### src/rtl/dmem_arb_pkg.sv
// Shared constants and types for the two-port DMEM arbiter.
package dmem_arb_pkg;

  typedef enum logic {
    PORT_CORE = 1'b0,
    PORT_DMA  = 1'b1
  } port_id_e;

  localparam int DEFAULT_DEPTH_WORDS = 128;
  localparam int DEFAULT_MAX_WAIT    = 4;

  // Counter width able to hold 0..max_wait; never narrower than one bit.
  function automatic int cnt_width(input int max_wait);
    return (max_wait < 1) ? 1 : $clog2(max_wait + 1);
  endfunction

endpackage

### src/rtl/dmem_arb_age_ctr.sv
// Saturating count of port-0 grants taken while the DMA port is waiting.
module dmem_arb_age_ctr
  import dmem_arb_pkg::*;
#(
  parameter int MAX_WAIT = DEFAULT_MAX_WAIT
) (
  input  logic clk,
  input  logic rst_n,
  input  logic inc,
  input  logic clr,
  output logic sat
);

  localparam int            CW      = cnt_width(MAX_WAIT);
  localparam logic [CW-1:0] MAX_CNT = CW'(MAX_WAIT);

  logic [CW-1:0] r_cnt;

  always_ff @(posedge clk) begin
    if (!rst_n || clr) begin
      r_cnt <= '0;
    end else if (inc && (r_cnt != MAX_CNT)) begin
      r_cnt <= r_cnt + 1'b1;
    end
  end

  assign sat = (r_cnt == MAX_CNT);

endmodule

### src/rtl/dmem_arbiter.sv
// Two-port (core / DMA) arbiter in front of a single-cycle DMEM.
// Define DMEM_ARB_ERR_EN to flag misaligned or out-of-range accesses.
module dmem_arbiter
  import dmem_arb_pkg::*;
#(
  parameter int DEPTH_WORDS = DEFAULT_DEPTH_WORDS,
  parameter int MAX_WAIT    = DEFAULT_MAX_WAIT
) (
  input  logic        clk,
  input  logic        rst_n,
  input  logic        p0_req_valid,
  output logic        p0_req_ready,
  input  logic        p0_req_we,
  input  logic [31:0] p0_req_addr,
  input  logic [31:0] p0_req_wdata,
  output logic        p0_rsp_valid,
  output logic [31:0] p0_rsp_rdata,
  output logic        p0_rsp_err,
  input  logic        p1_req_valid,
  output logic        p1_req_ready,
  input  logic        p1_req_we,
  input  logic [31:0] p1_req_addr,
  input  logic [31:0] p1_req_wdata,
  output logic        p1_rsp_valid,
  output logic [31:0] p1_rsp_rdata,
  output logic        p1_rsp_err,
  output logic [31:0] mem_addr,
  output logic [31:0] mem_wdata,
  output logic        mem_we,
  input  logic [31:0] mem_rdata
);

`ifdef DMEM_ARB_ERR_EN
  localparam bit ERR_EN = 1'b1;
`else
  localparam bit ERR_EN = 1'b0;
`endif

  localparam logic [32:0] ADDR_LIMIT = 33'(4 * DEPTH_WORDS);

  logic        w_g0, w_g1, w_sat, w_err, w_we;
  port_id_e    w_sel;
  logic [31:0] w_addr, w_wdata, w_rsp_data;

  logic        r_vld0_p1, r_vld1_p1, r_err0_p1, r_err1_p1;
  logic [31:0] r_rdata0_p1, r_rdata1_p1;

  // Stage 0: arbitrate and drive the DMEM in the accept cycle.
  assign w_g1  = rst_n & p1_req_valid & (~p0_req_valid | w_sat);
  assign w_g0  = rst_n & p0_req_valid & ~w_g1;
  assign w_sel = w_g1 ? PORT_DMA : PORT_CORE;

  assign p0_req_ready = w_g0;
  assign p1_req_ready = w_g1;

  dmem_arb_age_ctr #(
    .MAX_WAIT (MAX_WAIT)
  ) u_age_ctr (
    .clk   (clk),
    .rst_n (rst_n),
    .inc   (w_g0 & p1_req_valid),
    .clr   (w_g1 | ~p1_req_valid),
    .sat   (w_sat)
  );

  always_comb begin
    w_addr  = '0;
    w_wdata = '0;
    w_we    = 1'b0;
    if (w_g0 || w_g1) begin
      if (w_sel == PORT_DMA) begin
        w_addr  = p1_req_addr;
        w_wdata = p1_req_wdata;
        w_we    = p1_req_we;
      end else begin
        w_addr  = p0_req_addr;
        w_wdata = p0_req_wdata;
        w_we    = p0_req_we;
      end
    end
  end

  assign w_err = ERR_EN && (w_g0 || w_g1) &&
                 ((w_addr[1:0] != 2'b00) || ({1'b0, w_addr} >= ADDR_LIMIT));

  assign mem_addr   = w_addr;
  assign mem_wdata  = w_wdata;
  assign mem_we     = w_we & ~w_err;
  assign w_rsp_data = (w_we || w_err) ? 32'h0 : mem_rdata;

  // Stage 1: one-cycle response back to the accepting port.
  always_ff @(posedge clk) begin
    if (!rst_n) begin
      r_vld0_p1   <= 1'b0;
      r_vld1_p1   <= 1'b0;
      r_err0_p1   <= 1'b0;
      r_err1_p1   <= 1'b0;
      r_rdata0_p1 <= '0;
      r_rdata1_p1 <= '0;
    end else begin
      r_vld0_p1 <= w_g0;
      r_vld1_p1 <= w_g1;
      if (w_g0) begin
        r_rdata0_p1 <= w_rsp_data;
        r_err0_p1   <= w_err;
      end
      if (w_g1) begin
        r_rdata1_p1 <= w_rsp_data;
        r_err1_p1   <= w_err;
      end
    end
  end

  // Gating with rst_n drops a response whose cycle overlaps reset.
  assign p0_rsp_valid = r_vld0_p1 & rst_n;
  assign p1_rsp_valid = r_vld1_p1 & rst_n;
  assign p0_rsp_rdata = r_rdata0_p1;
  assign p1_rsp_rdata = r_rdata1_p1;
  assign p0_rsp_err   = ERR_EN ? r_err0_p1 : 1'b0;
  assign p1_rsp_err   = ERR_EN ? r_err1_p1 : 1'b0;

endmodule

### config.mk
export PLATFORM = sky130hd
export DESIGN_NAME = dmem_arbiter
export DESIGN_NICKNAME = d
export VERILOG_FILES = /design/src/rtl/dmem_arb_pkg.sv /design/src/rtl/dmem_arb_age_ctr.sv /design/src/rtl/dmem_arbiter.sv
export SDC_FILE = /design/constraint.sdc
export NUM_CORES = 1
export LEC_CHECK = 0
export BUFFER_PORTS_ARGS = -buffer_cell sky130_fd_sc_hd__buf_2
export CAP_MARGIN = 20
export CELL_PAD_IN_SITES_DETAIL_PLACEMENT = 2
export CELL_PAD_IN_SITES_GLOBAL_PLACEMENT = 2
export CORE_ASPECT_RATIO = 0.9
export CORE_UTILIZATION = 16
export CTS_CLUSTER_SIZE = 10
export DETAILED_ROUTE_END_ITERATION = 8
export PLACE_DENSITY_LB_ADDON = 0.1
export SETUP_SLACK_MARGIN = 0.2
export SLEW_MARGIN = 15
export SYNTH_ARGS = -nofsm -noshare
export SYNTH_HDL_FRONTEND = slang
export SYNTH_SLANG_ARGS = --single-unit
export TNS_END_PERCENT = 100
### constraint.sdc
create_clock -name clk -period 1.6 [get_ports clk]
set_clock_uncertainty 0.2 [all_clocks]
set_input_delay 0.16 -clock clk [delete_from_list [all_inputs] [get_ports clk]]
set_output_delay 0.16 -clock clk [all_outputs]
set_load 0.005 [all_outputs]
* Yosys cells after proc, flatten, opt, wreduce, memory -nomap -nowiden
Cells that the tools add are included.
** Operators by class
- Bitwise operators :: 12
- Muxes and demuxes :: 8
- $add $sub $neg :: 1
- Reduce and logical (&&, ||, !) cells :: 4
- Equal/unequal tests :: 2
** Operators by type and width (number)
- 32-bit two-way mux :: 5
- 1-bit bitwise AND :: 7
- 3-bit by 1-bit adder with 3-bit output (second input constant) :: 1
- 3-bit == test (second input constant) :: 1
- 1-bit two-way mux :: 3
- 3-bit != test (second input constant) :: 1
- 1-bit NOT :: 3
- 1-bit logical OR :: 2
- 1-bit OR :: 2
- 1-bit logical AND :: 1
- 1-bit zero test :: 1
** Storage, ports and cells
- Word-level logic and storage cells :: 32
- Output and inout bits :: 135
- Bits in registers :: 69

* Longest topological paths before layout
- Word-level depth :: 8
- Gate-level depth with buffers :: 7
- Depth with buffers taken out :: 5

* Modules after synthesis
Synthesis repeated with hierarchy kept, for this count alone.
** Second synthesis, totals
- Cell total of the unflattened synthesis :: 483
- Area, all modules :: 3891.2 um^2
** Modules (own cells, without submodules)
- dmem_arbiter :: cells each 465, times used 1, area each 3703.6 um^2
- dmem_arb_age_ctr :: cells each 18, times used 1, area each 187.7 um^2

* Worst setup path before layout
Ideal clock, no wire load.
- Path kind :: reg-to-output
- From :: register u_age_ctr.r_cnt[0]
- To :: output mem_wdata[22]
- Data arrival time :: 1.368 ns
- Required time :: 1.240 ns
- Stages on the path, launching flop included :: 8
- Path slack :: -0.128 ns
- Path through :: dfxtp_1 inv_1 ha_1 a21boi_2 nor2_1 buf_2 buf_2 o21ai_1
** Between the ends
- Cells in the longest elaborated chain, start to end :: 7
- Elaborated cells between the ends (all ways) :: 9
- Classes of those cells :: eq/ne: 1; mux: 3; bitwise: 4; reduce/logical: 1
** RTL lines
- start: declaration :: RTL line dmem_arb_age_ctr.sv:17 : logic [CW-1:0] r_cnt;
- start signal: assignment :: RTL line dmem_arb_age_ctr.sv:23 : r_cnt <= r_cnt + 1'b1;
- 3-bit == test * :: RTL line dmem_arb_age_ctr.sv:27 : assign sat = (r_cnt == MAX_CNT);
- 1-bit OR * :: RTL line dmem_arbiter.sv:49 : assign w_g1 = rst_n & p1_req_valid & (~p0_req_valid | w_sat);
- 1-bit bitwise AND * :: RTL line dmem_arbiter.sv:49
- via p1_req_ready :: RTL line dmem_arbiter.sv:20 : output logic p1_req_ready,
- 1-bit NOT :: RTL line dmem_arbiter.sv:50 : assign w_g0 = rst_n & p0_req_valid & ~w_g1;
- 1-bit bitwise AND :: RTL line dmem_arbiter.sv:50
- 1-bit logical OR :: RTL line dmem_arbiter.sv:70 : if (w_g0 || w_g1) begin
- 32-bit two-way mux * :: RTL line dmem_arbiter.sv:70
- end: declaration :: RTL line dmem_arbiter.sv:28 : output logic [31:0] mem_wdata,
Mark *: on every way through the listed nets, which the timed path passes. The rest lies on a longest branch.

* Worst setup path after layout
- From :: register u_age_ctr.r_cnt[0]
- To :: output mem_wdata[21]
** Between the ends
- Cells in the longest elaborated chain, start to end :: 7
- Elaborated cells between the ends (all ways) :: 9
- Classes of those cells :: eq/ne: 1; mux: 3; bitwise: 4; reduce/logical: 1
** RTL lines (RTL line)
- 3-bit == test * :: dmem_arb_age_ctr.sv:27
- 1-bit OR * :: dmem_arbiter.sv:49
- 1-bit bitwise AND * :: dmem_arbiter.sv:49
- 1-bit NOT :: dmem_arbiter.sv:50
- 1-bit bitwise AND :: dmem_arbiter.sv:50
- 1-bit logical OR :: dmem_arbiter.sv:70
- 32-bit two-way mux * :: dmem_arbiter.sv:70
Every way passes the cells marked *; elsewhere a longest branch is shown, timed or not.

==> results_dict.tcl <==
set metrics [dict create \
    cts.path.max_buffers 2 \
    coreArea_sq_um 19930 \
    finalWorstSetupSlack_ps -479.3 \
    yosys.area.top_type "dfxtp_1" \
    overflow 0 \
    io_pins 301 \
    grt_max_degree 36 \
    cts-buffers-inserted 9 \
    route.detailed.drc 19 \
    busiest_layer "met2" \
    synth_area_sq_um 3252 \
    antenna_cells 0 \
    setup.worst_path.start_class "flip-flop" \
    synth_warnings 0 \
    portBuffers 298 \
    r2r_cells 11 \
    htree_levels 3 \
    grt_use_met1 0.1900 \
    cts_root_buf "clkbuf_16" \
    vdd.ir_drop.worst_v 0.0004816 \
    met3_usage 0.04372 \
    synth_most_common_cell "dfxtp_1" \
    dr.first_iter.drc_count 114 \
    syn_avg_cell_area_sq_um 8.233 \
    synthFlopType "dfxtp_1" \
    clock_latency_ps 330 \
    synth-seq-area-share 0.4248 \
    layout-drive-gt1-share 0.6121 \
    critPathRequiredTime_ps 1240 \
    clk_pin_slew_ps 60 \
    period_needed_ps 2079 \
    antenna_left 0 \
    fin_setup_tns_ps -52300 \
    met2_usage 0.3103 \
    crit_arrival_ps 1720 \
    drt-pass1-iter-count 7 \
    grt_pass1_vias 4763 \
    die_y_um 137.2 \
    status "finished with violations" \
    leakagePower_nw 3.332 \
    fin_crit_sh 1.300 \
    die_area_sq_um 20900 \
    grt_pass1_wl_mm 26.99 \
    fin_nets 921 \
    end_kind "primary output" \
    async_reset_ff_frac 0 \
    maxClockFrequency_mhz 480.9 \
    synth_cells 395 \
    clock-sinks 69 \
    drv_cap 0 \
    yosys-top-cells-count "dfxtp_1, nand2_1, a22o_1, nand3_1, o21ai_1" \
    dpl.cell_count 936 \
    initial_core_util 0.1632 \
    rsz0062_at_grt "yes" \
    antenna_found_initial 0 \
    ys_top_cells_by_area "dfxtp_1, a22o_1, nand3_1" \
    setup-violations-final 131 \
    slew_violations 0 \
    detailed_place_hpwl_mm 12.73 \
    synth_top_area_frac 0.4248 \
    critPathKind "flip-flop to primary output" \
    failed_checks "DRC, setup timing" \
    detailedPlace.worstSlack_ps -180.8 \
    fin_cells 1013 \
    wl_mm 18.26 \
    synthToLayoutAreaGrowth_pct 109.9 \
    synth-edff-count 0 \
    via_count 4490 \
    die_x_um 152.3 \
    path_max_fanout 11 \
    track_usage 0.1656 \
    cts_tree "done" \
    place.gp.congestion 0.7136 \
    pwr_density_cell_nw_per_um2 744.0 \
    ys_types 24 \
    hold_viol 0 \
    rows 49 \
    holdPathStages 3 \
    hold_class "input port to flip-flop" \
    ys_seq_elements 69 \
    holdWs_ps 118.9 \
    wl_per_cell_um 18.02 \
    vias_per_cell 4.432 \
    post-route-util 0.3425 \
]
power by group:
group          switching [mW]  internal, mW  total [mW]
registers              0.0327          1.78        1.81
clock network           0.783          1.26        2.04
logic                   0.559         0.667        1.23
total                    1.37          3.70        5.08
final timing paths:
kind | from | endpoint | slack, ps
worst max-delay path | u_age_ctr.r_cnt[0] | mem_wdata[21] | -480
worst min-delay path | p0_req_valid | u_age_ctr.r_cnt[2] | 120
worst max register to register | u_age_ctr.r_cnt[0] | p1_rsp_rdata[31] | -450
worst min register to register | p0_rsp_rdata[31] | p0_rsp_rdata[31] | 270
cell families after synthesis:
kind of cell	after synthesis	share of synthesized area
AOI/OAI and AO/OA	134	0.2893
muxes	1	0.003078
other	1	0.001153
adders and majority gates	2	0.007694
and+or+nand+nor	144	0.2020
buffers and inverters	44	0.07195
DFF	69	0.4248
placed cells by master (no fill, tap or decap), types with 2 or more instances in the layout:
cell type,n
conb_1,2
dfxtp_2,3
buf_16,7
o21ai_2,53
clkinvlp_4,2
nand3_1,43
clkbuf_16,13
buf_2,297
buf_4,13
buf_12,18
inv_6,2
nor2_1,2
inv_2,2
dlygate4sd3_1,33
nand2_1,66
o21ai_1,10
a21boi_4,2
dfxtp_1,66
a22o_1,65
nand3_4,4
nand3_2,18
buf_6,16
and2_1,2
through the flow:
step / instance area [sq um] / total power [mW]
6_report: 6825 / 5.078
4_1_cts: 6583 / 5.095
5_1_grt: 6825 / 5.341
2_1_floorplan: 3585 / 2.283
3_5_place_dp: 5514 / 2.845
3_3_place_gp: 5514 / 2.819
registers in the layout, summed over array words and instances, names as in the netlist:
signal and count:
p0_rsp_rdata 32, p1_rsp_rdata 32, r_vld0_p1 1, r_vld1_p1 1, u_age_ctr.r_cnt 3
per-layer routing:
metal	share of wire	vias up
met5	0	-
met4	0.0094	0
met3	0.061	11
met2	0.53	152
met1	0.40	2182
li1	-	2145
critical path, cell delays in order, from the launching register on:
cell and delay (ps):
dfxtp_2 340, inv_2 50, ha_4 170, a21boi_4 190, nor2_4 70, buf_12 160, clkbuf_16 170, o21ai_2 100
buf_2 130
cell type report:
| class | instances | area [sq um] |
|---|---|---|
| fill | 2235 | 13100 |
| timing repair buffer | 388 | 2748 |
| multi-input combinational | 283 | 2059 |
| sequential | 69 | 1385 |
| tap | 255 | 319.1 |
| clock buffer | 10 | 239.0 |
| clock inverter | 6 | 67.56 |
| inverter | 2 | 7.507 |
repair_timing:
item                                    CTS  global route
setup buffers                            12             6
pin swaps                                10            16
cloned                                    6             4
endpoints found under the hold margin    65             0
hold buffers                             33             0
endpoints found under the setup margin  132           133
resized for setup                        39            20
No activity file was read; power rests on OpenSTA's default activity.
